`src/rtl/imem_uart_loader_pkg.sv`:
```
// rtl/imem_uart_loader_pkg.sv - shared state encodings, sync byte and bit-timing helper
package imem_uart_loader_pkg;

    typedef enum logic [2:0] {
        ST_IDLE,
        ST_LEN,
        ST_DATA,
        ST_CHK,
        ST_DONE,
        ST_ERR
    } ld_state_t;

    typedef enum logic [1:0] {
        RX_IDLE,
        RX_START,
        RX_DATA,
        RX_STOP
    } rx_state_t;

    localparam logic [7:0] SYNC_BYTE = 8'hA5;

    // Bit period in clocks; clamped so the half-bit re-check always has room.
    function automatic int clks_per_bit(input int clk_freq, input int baud);
        int c;
        c = clk_freq / baud;
        if (c < 4) c = 4;
        return c;
    endfunction

endpackage

```
`src/rtl/imem_uart_loader_uart_rx.sv`:
```
// rtl/imem_uart_loader_uart_rx.sv - 8N1 UART receiver with input synchronizer
module imem_uart_loader_uart_rx
    import imem_uart_loader_pkg::*;
#(
    parameter int CLKS_PER_BIT = 16
) (
    input  logic       clk,
    input  logic       rst,
    input  logic       rx,
    output logic [7:0] rx_byte,
    output logic       byte_valid,
    output logic       fe
);

    localparam int CNT_W = $clog2(CLKS_PER_BIT);
    localparam logic [CNT_W-1:0] FULL = CNT_W'(CLKS_PER_BIT - 1);
    localparam logic [CNT_W-1:0] HALF = CNT_W'(CLKS_PER_BIT / 2 - 1);

    logic            sync1, sync2, prev;
    rx_state_t       st_q, st_d;
    logic [CNT_W-1:0] cnt_q, cnt_d;
    logic [2:0]      bit_q, bit_d;
    logic [7:0]      shift_q, shift_d;
    logic            bv_d, fe_d;

    assign rx_byte = shift_q;

    // Two-flop synchronizer plus one delayed copy for falling-edge detection; idles high.
    always_ff @(posedge clk) begin
        if (rst) begin
            sync1 <= 1'b1;
            sync2 <= 1'b1;
            prev  <= 1'b1;
        end else begin
            sync1 <= rx;
            sync2 <= sync1;
            prev  <= sync2;
        end
    end

    // Receiver state, bit timer, shift register and one-cycle result pulses.
    always_ff @(posedge clk) begin
        if (rst) begin
            st_q       <= RX_IDLE;
            cnt_q      <= '0;
            bit_q      <= '0;
            shift_q    <= '0;
            byte_valid <= 1'b0;
            fe         <= 1'b0;
        end else begin
            st_q       <= st_d;
            cnt_q      <= cnt_d;
            bit_q      <= bit_d;
            shift_q    <= shift_d;
            byte_valid <= bv_d;
            fe         <= fe_d;
        end
    end

    // Next-state: start re-checked at half bit, data and stop sampled at bit centre.
    always_comb begin
        st_d    = st_q;
        cnt_d   = cnt_q + CNT_W'(1);
        bit_d   = bit_q;
        shift_d = shift_q;
        bv_d    = 1'b0;
        fe_d    = 1'b0;
        case (st_q)
            RX_IDLE: begin
                cnt_d = '0;
                if (prev && !sync2) st_d = RX_START;
            end
            RX_START: begin
                if (cnt_q == HALF) begin
                    cnt_d = '0;
                    bit_d = '0;
                    st_d  = sync2 ? RX_IDLE : RX_DATA;
                end
            end
            RX_DATA: begin
                if (cnt_q == FULL) begin
                    cnt_d   = '0;
                    shift_d = {sync2, shift_q[7:1]};
                    bit_d   = bit_q + 3'd1;
                    if (bit_q == 3'd7) st_d = RX_STOP;
                end
            end
            RX_STOP: begin
                if (cnt_q == FULL) begin
                    cnt_d = '0;
                    st_d  = RX_IDLE;
                    bv_d  = sync2;
                    fe_d  = !sync2;
                end
            end
            default: st_d = RX_IDLE;
        endcase
    end

endmodule

```
`src/rtl/imem_uart_loader.sv`:
```
// rtl/imem_uart_loader.sv - UART program loader for instruction memory (option: LOADER_CHECKSUM_EN)
module imem_uart_loader
    import imem_uart_loader_pkg::*;
#(
    parameter int CLK_FREQ    = 100000000,
    parameter int BAUD        = 115200,
    parameter int ADDR_W      = 6,
    parameter int TIMEOUT_CYC = 2000000
) (
    input  logic              clk,
    input  logic              rst,
    input  logic              rx_i,
    input  logic              load_en_i,
    output logic              im_we_o,
    output logic [ADDR_W-1:0] im_addr_o,
    output logic [31:0]       im_wdata_o,
    output logic              cpu_hold_o,
    output logic              busy_o,
    output logic              done_o,
    output logic              err_o,
    output logic [ADDR_W:0]   word_cnt_o
);

    localparam int CPB       = clks_per_bit(CLK_FREQ, BAUD);
    localparam int TW        = $clog2(TIMEOUT_CYC + 1);
    localparam int CW        = ADDR_W + 1;
    localparam int MAX_WORDS = 2 ** ADDR_W;

    logic [7:0]    rx_byte;
    logic          byte_valid, fe;
    ld_state_t     state_q, state_d;
    logic [CW-1:0] len_q;
    logic [1:0]    sel_q;
    logic [23:0]   buf_q;
    logic [TW-1:0] tcnt_q;
    logic          load_en_q;
    logic          in_frame, timeout, abort, start_frame, last_written;
`ifdef LOADER_CHECKSUM_EN
    logic [7:0]    sum_q;
`endif

    imem_uart_loader_uart_rx #(
        .CLKS_PER_BIT(CPB)
    ) u_rx (
        .clk       (clk),
        .rst       (rst),
        .rx        (rx_i),
        .rx_byte   (rx_byte),
        .byte_valid(byte_valid),
        .fe        (fe)
    );

    // Frame events, next-state selection and status decode.
    always_comb begin
        in_frame     = (state_q == ST_LEN) || (state_q == ST_DATA) || (state_q == ST_CHK);
        timeout      = (tcnt_q == TW'(TIMEOUT_CYC - 1)) && !byte_valid;
        abort        = in_frame && (fe || (load_en_q && !load_en_i) || timeout);
        start_frame  = !in_frame && byte_valid && (rx_byte == SYNC_BYTE) && load_en_i;
        last_written = im_we_o && (word_cnt_o == len_q);
        state_d      = state_q;
        case (state_q)
            ST_IDLE, ST_DONE, ST_ERR: begin
                if (start_frame) state_d = ST_LEN;
            end
            ST_LEN: begin
                if (byte_valid) begin
                    if (rx_byte == 8'd0 || int'(rx_byte) > MAX_WORDS) state_d = ST_ERR;
                    else                                              state_d = ST_DATA;
                end
            end
            ST_DATA: begin
`ifdef LOADER_CHECKSUM_EN
                if (last_written) state_d = ST_CHK;
`else
                if (last_written) state_d = ST_DONE;
`endif
            end
`ifdef LOADER_CHECKSUM_EN
            ST_CHK: begin
                if (byte_valid) state_d = (rx_byte == sum_q) ? ST_DONE : ST_ERR;
            end
`endif
            default: state_d = ST_IDLE;
        endcase
        if (abort) state_d = ST_ERR;

        busy_o     = in_frame;
        done_o     = (state_q == ST_DONE);
        err_o      = (state_q == ST_ERR);
        cpu_hold_o = in_frame || (state_q == ST_ERR);
    end

    // State register, word assembly, write strobe, counters and checksum.
    always_ff @(posedge clk) begin
        if (rst) begin
            state_q    <= ST_IDLE;
            im_we_o    <= 1'b0;
            im_addr_o  <= '0;
            im_wdata_o <= '0;
            word_cnt_o <= '0;
            len_q      <= '0;
            sel_q      <= '0;
            buf_q      <= '0;
            tcnt_q     <= '0;
            load_en_q  <= 1'b0;
`ifdef LOADER_CHECKSUM_EN
            sum_q      <= '0;
`endif
        end else begin
            state_q   <= state_d;
            load_en_q <= load_en_i;
            im_we_o   <= 1'b0;
            if (!in_frame || byte_valid) tcnt_q <= '0;
            else                         tcnt_q <= tcnt_q + TW'(1);
            if (start_frame) begin
                word_cnt_o <= '0;
                sel_q      <= '0;
`ifdef LOADER_CHECKSUM_EN
                sum_q      <= '0;
`endif
            end
            if (state_q == ST_LEN && byte_valid) len_q <= CW'(rx_byte);
            if (state_q == ST_DATA && byte_valid && !abort) begin
                sel_q <= sel_q + 2'd1;
`ifdef LOADER_CHECKSUM_EN
                sum_q <= sum_q + rx_byte;
`endif
                case (sel_q)
                    2'd0: buf_q[7:0]   <= rx_byte;
                    2'd1: buf_q[15:8]  <= rx_byte;
                    2'd2: buf_q[23:16] <= rx_byte;
                    default: begin
                        im_we_o    <= 1'b1;
                        im_addr_o  <= word_cnt_o[ADDR_W-1:0];
                        im_wdata_o <= {rx_byte, buf_q};
                        word_cnt_o <= word_cnt_o + CW'(1);
                    end
                endcase
            end
        end
    end

endmodule

```
`config.mk`:
```
export PLATFORM = sky130hd
export DESIGN_NAME = imem_uart_loader
export DESIGN_NICKNAME = d
export VERILOG_FILES = /design/src/rtl/imem_uart_loader_pkg.sv /design/src/rtl/imem_uart_loader_uart_rx.sv /design/src/rtl/imem_uart_loader.sv
export SDC_FILE = /design/constraint.sdc
export NUM_CORES = 1
export LEC_CHECK = 0
export ABC_AREA = 1
export CAP_MARGIN = 40
export CORE_MARGIN = 4
export CORE_UTILIZATION = 61
export DETAILED_ROUTE_END_ITERATION = 8
export GPL_ROUTABILITY_DRIVEN = 0
export PLACE_DENSITY = 0.84
export SYNTH_ARGS = -nofsm -noshare
export SYNTH_HDL_FRONTEND = slang
export SYNTH_HIERARCHICAL = 1
export SYNTH_SLANG_ARGS = --single-unit
```
`constraint.sdc`:
```
create_clock -name clk -period 2.8 [get_ports clk]
set_input_delay 0.56 -clock clk [delete_from_list [all_inputs] [get_ports clk]]
set_output_delay 0.56 -clock clk [all_outputs]
set_load 0.005 [all_outputs]
```
# After elaboration in Yosys (flattened, before gate mapping)
# Index checks and enable logic that the tools add are counted.
[totals]
ff_bits = 132
wordCells = 129
output_inout_bits = 50
in_bits = 4
[classes]
n_mux = 25
eq_ne = 27
add_sub_neg = 5
magnitude_cmp = 1
reduce_logical = 45
bitwise_logic = 4
[ops]
columns = ["cell", "n"]
rows = [
  ["$pmux W10 S3", 1],
  ["$add A21 B1 Y21 const B", 1],
  ["$eq A21 B21 Y1 const B", 1],
  ["$mux W3", 7],
  ["$mux W7", 3],
  ["$mux W10", 2],
  ["$mux W2", 8],
  ["$ne A2 B1 Y1 const B", 6],
  ["$logic_and A1 B1 Y1", 11],
  ["$add A10 B1 Y10 const B", 1],
  ["$eq A10 B10 Y1 const B", 1],
  ["$eq A10 B9 Y1 const B", 1],
  ["$reduce_and A2 Y1", 5],
  ["$eq A3 B3 Y1 const B", 3],
  ["$pmux W3 S3", 1],
  ["$reduce_and A3 Y1", 3],
  ["$reduce_or A3 Y1", 3],
  ["$eq A8 B8 Y1 const B", 1],
  ["$gt A8 B7 Y1 const B", 1],
  ["$logic_not A8 Y1", 1],
  ["$pmux W2 S4", 1],
  ["$reduce_or A2 Y1", 4],
  ["$add A7 B1 Y7 const B", 1],
  ["$eq A7 B7 Y1", 1],
  ["18 further kinds", 39],
]

# Depth between registers and ports, before layout
[depth]
depth_word = 10
mapped_depth = 13
ltp_nobuf = 13

# Hierarchy
# The synthesis kept the hierarchy.
[by_module_without_submodules]
columns = ["module", "area_each_um2", "instances", "seq_area_each_um2", "cells_per_inst"]
rows = [
  ["imem_uart_loader", 4399.2, 1, 2082.0, 606],
  ["imem_uart_loader_uart_rx", 1172.4, 1, 560.5, 153],
]

# Worst setup path before layout
# No wires, ideal clock.
[synth_timing]
path_kind = "in2reg"
from = "in load_en_i"
to = "reg im_addr_o[4]"
stages = 10
t_required_ns = 2.682
n_path_buf = 2
arrival_ns = 1.462
setup_ns = 0.118
path_slack_ns = 1.219
path_cell_list = "inv_1 a21o_1 a21oi_2 nand2_2 inv_4 nand2_4 inv_2 buf_6 buf_6 a21oi_1"
[synth_between]
elab_chain_len = 8
[synth_lines]
columns = ["element", "line_no", "source"]
rows = [
  ["start: declaration", "imem_uart_loader.sv:13", "input logic load_en_i,"],
  ["$logic_not A1 Y1", "imem_uart_loader.sv:57", "abort = in_frame && (fe || (load_en_q && !load_en_i) || timeout);"],
  ["$logic_and A1 B1 Y1", "imem_uart_loader.sv:57", ""],
  ["$logic_or A1 B1 Y1 (2 in series)", "imem_uart_loader.sv:57", ""],
  ["$logic_and A1 B1 Y1", "imem_uart_loader.sv:57", ""],
  ["$logic_not A1 Y1", "imem_uart_loader.sv:123", "if (state_q == ST_DATA && byte_valid && !abort) begin"],
  ["$logic_and A1 B1 Y1", "imem_uart_loader.sv:123", ""],
  ["$reduce_and A2 Y1 (no source line)", "-", ""],
  ["end signal: assignment", "imem_uart_loader.sv:134", "im_addr_o <= word_cnt_o[ADDR_W-1:0];"],
  ["end: declaration", "imem_uart_loader.sv:15", "output logic [ADDR_W-1:0] im_addr_o,"],
]
# No other way between the ends.
# A chain may end at the register's enable or synchronous reset.

# Worst setup path after layout
[layout_timing]
from = "reg state_q[2]"
to = "out done_o"
[layout_between]
elab_chain_len = 1
[layout_lines]
columns = ["element", "line_no", "source"]
rows = [
  ["start: declaration", "imem_uart_loader.sv:31", "ld_state_t state_q, state_d;"],
  ["start signal: assignment", "imem_uart_loader.sv:110", "state_q <= state_d;"],
  ["$eq A3 B3 Y1", "imem_uart_loader.sv:88", "done_o = (state_q == ST_DONE);"],
  ["end: declaration", "imem_uart_loader.sv:19", "output logic done_o,"],
]
# No other way between the ends.

==> results.sh <==
export IMPL_dieWidth_um=104
export IMPL_powerDensity_mw_per_mm2=647
export IMPL_drv_slew=0
export IMPL_antenna_found_initial=0
export IMPL_synth_commonest_cells="183 x nand2_1, 132 x dfxtp_1, 104 x a21oi_1"
export IMPL_viasPerCell=5.69
export IMPL_setup_tns_ps=0
export IMPL_setup_violations=0
export IMPL_rsz0062_at_grt="false"
export IMPL_grt_pass1_wl_um=22800
export IMPL_synth_top_area_share_pct=47.4
export IMPL_cts_root_buf="clkbuf_8"
export IMPL_gr_total_overflow=0
export IMPL_utilization_pct=77.1
export IMPL_grt_max_degree=59
export IMPL_yosysWarnings=6
export IMPL_holdBufCountCts=0
export IMPL_clock_fmax_ghz=0.425
export IMPL_die_area_mm2=0.0107
export IMPL_grt_pass1_vias=5023
export IMPL_hold_start="rst"
export IMPL_peakVddDrop_mv=0.503
export IMPL_htree_levels=4
export IMPL_ys_async_sr_fraction_pct=0
export IMPL_cp_start_kind="register"
export IMPL_hold_path_depth=2
export IMPL_yosysSeqAreaShare_pct=47.4
export IMPL_wl_per_cell_um=14.5
export IMPL_rows=34
export IMPL_clkLatencyLatePin_ps=520
export IMPL_cp_arrival_ps=1790
export IMPL_endpoint_kind="output port"
export IMPL_netlist_cell_type_count=33
export IMPL_drt_pass1_iterations=5
export IMPL_tritoncts="done"
export IMPL_start_util_pct=63.3
export IMPL_syn_nets=773
export IMPL_drt_iter0_markers=358
export IMPL_synthMostInstantiatedCell="nand2_1"
export IMPL_drc_errors=0
export IMPL_r2r_end="u_rx/rx_byte[3]"
export IMPL_drt_wl_total_um=13500
export IMPL_skew_ps=12.0
export IMPL_drive_gt1_share_pct=7.07
export IMPL_crit_required_ps=2240
export IMPL_r2r_start="u_rx/cnt_q[0]"
export IMPL_syn_area_mm2=0.00557
export IMPL_cts_sinks=132
export IMPL_synth_cells=759
export IMPL_clk_pin_slew_ps=60
export IMPL_dp_cells=896
export IMPL_synth_edf_count=0
export IMPL_ys_ff_latch=132
export IMPL_cts_buffers=17
export IMPL_synth_area_top_cells="dfxtp_1 47%, nand2_1 12%, a21oi_1 9.3%, inv_1 5.0%, nand3_1 4.9%"
export IMPL_drv_cap=0
export IMPL_reg2reg_depth=6
export IMPL_post_cts_resized=0
export IMPL_avgSynthCellArea_um2=7.34
export IMPL_relSlewSlack_pct=51.4
export IMPL_final_cells=928
export IMPL_min_period_ps=2350
export IMPL_timing_final_crit_share_pct=84.1
export IMPL_port_buffers=53
export IMPL_track_usage_pct=25.1
export IMPL_hp_class="primary input to register"
export IMPL_p_leak_uw=0.00248
export IMPL_critPathMaxFanout=6
export IMPL_cts_path_max_buffers=2
export IMPL_area_delta_synth_final_pct=21.8
export IMPL_hpwl_um=8730
export IMPL_nets=821
export IMPL_worstSetupPathType="register to output port"
export IMPL_num_vias=5276
export IMPL_whs_ps=343
export IMPL_status="finished, final reports clean"
export IMPL_synth_top_flop_cell="dfxtp_1"
export IMPL_io_pins=54
export IMPL_die_h_um=104
export IMPL_num_antenna_cells=0
export IMPL_r2r_setup_slack_ps=790
export IMPL_tightest_slew_ps=727
export IMPL_cts_setup_buffers=0
export IMPL_hold_end="u_rx/bit_q[2]"
export IMPL_synth_area_leader_cell="dfxtp_1"
export IMPL_ant_nets=0
export IMPL_hold_violations=0
export IMPL_core_mm2=0.00881
## placed cells by master (no fill, tap or decap), types with 5 or more instances in the layout
master             n
a21oi_1          104
bufinv_16          5
clkbuf_16         16
clkdlybuf4s50_1   52
clkinvlp_4         5
dfxtp_1          132
ha_1              10
inv_1             74
nand2_1          183
nand2_2            5
nand3_1           54
nand4_1           17
nor2_1            64
nor3_1            10
o21ai_0           30
o21ai_1           12
xnor2_1            5
## through the flow
stage	area (um2)	setup WS (ps)	total power, uW
finish	6790	446	4390
global route	6790	352	4500
global placement	6140	391	1990
detailed placement	6140	280	2000
CTS	6790	438	4400
floorplan	5570	1220	1980
## worst max-delay path by stage
stage	start	depth (start not counted)	slack (ps)	to
5_1_grt	state_q[2]	3	350	done_o
3_5_place_dp	load_en_i	10	280	buf_q[4]
2_1_floorplan	load_en_i	10	1220	im_addr_o[4]
4_1_cts	state_q[2]	3	440	done_o
3_3_place_gp	load_en_i	10	390	buf_q[7]
6_report	state_q[2]	3	450	done_o
## worst max-delay path, cell delays in order (launching register included)
cell and delay, ps:
dfxtp_1 490, inv_1 110, nor3_1 160, clkdlybuf4s50_1 530
## final cells by class
cell class                 instances  area (um2)
tap                              108         135
timing repair buffer              58         576
multi-input combinational        520        2490
clock inverter                    14         223
clock buffer                      18         428
sequential                       132        2640
fill                             604        2020
inverter                          78         295
## cell families after synthesis
logic type / Yosys count / synth area share [%]
AND/OR/NAND/NOR: 348 / 27.0
AO/OA/AOI/OAI: 154 / 14.2
flip-flops: 132 / 47.4
buffers and inverters: 107 / 7.90
adder cells (fa/ha/maj): 10 / 2.25
XOR/XNOR: 8 / 1.26
## where the power goes
part | internal, uW | leakage, uW | switching, uW | total [uW]
Clock | 1570 | 0.000301 | 856 | 2430
Combinational | 19.5 | 0.00111 | 54.8 | 74.4
Sequential | 1880 | 0.00106 | 6.18 | 1890
## per-layer routing
metal / wire [um] / vias up / global-route usage, %
met1: 5770 / 2441 / 31.7
met3: 954 / 42 / 5.04
met4: 343 / 0 / 11.4
li1: - / 2565 / -
met5: 0 / - / 0
met2: 6390 / 228 / 41.7
## flip-flops by register name, indices dropped and copies added (netlist names), named ones only
| name | flops |
|---|---|
| im_we_o | 1 |
| u_rx/bit_q | 3 |
| im_wdata_o | 32 |
| u_rx/sync2 | 1 |
| u_rx/cnt_q | 10 |
| u_rx/byte_valid | 1 |
| len_q | 7 |
| buf_q | 24 |
| u_rx/sync1 | 1 |
| word_cnt_o | 7 |
| sel_q | 2 |
| im_addr_o | 6 |
| u_rx/prev | 1 |
| u_rx/fe | 1 |
| tcnt_q | 21 |
| load_en_q | 1 |
| u_rx/st_q | 1 |
| state_q | 3 |
| u_rx/rx_byte | 8 |
No activity file was read; power rests on OpenSTA's default activity.
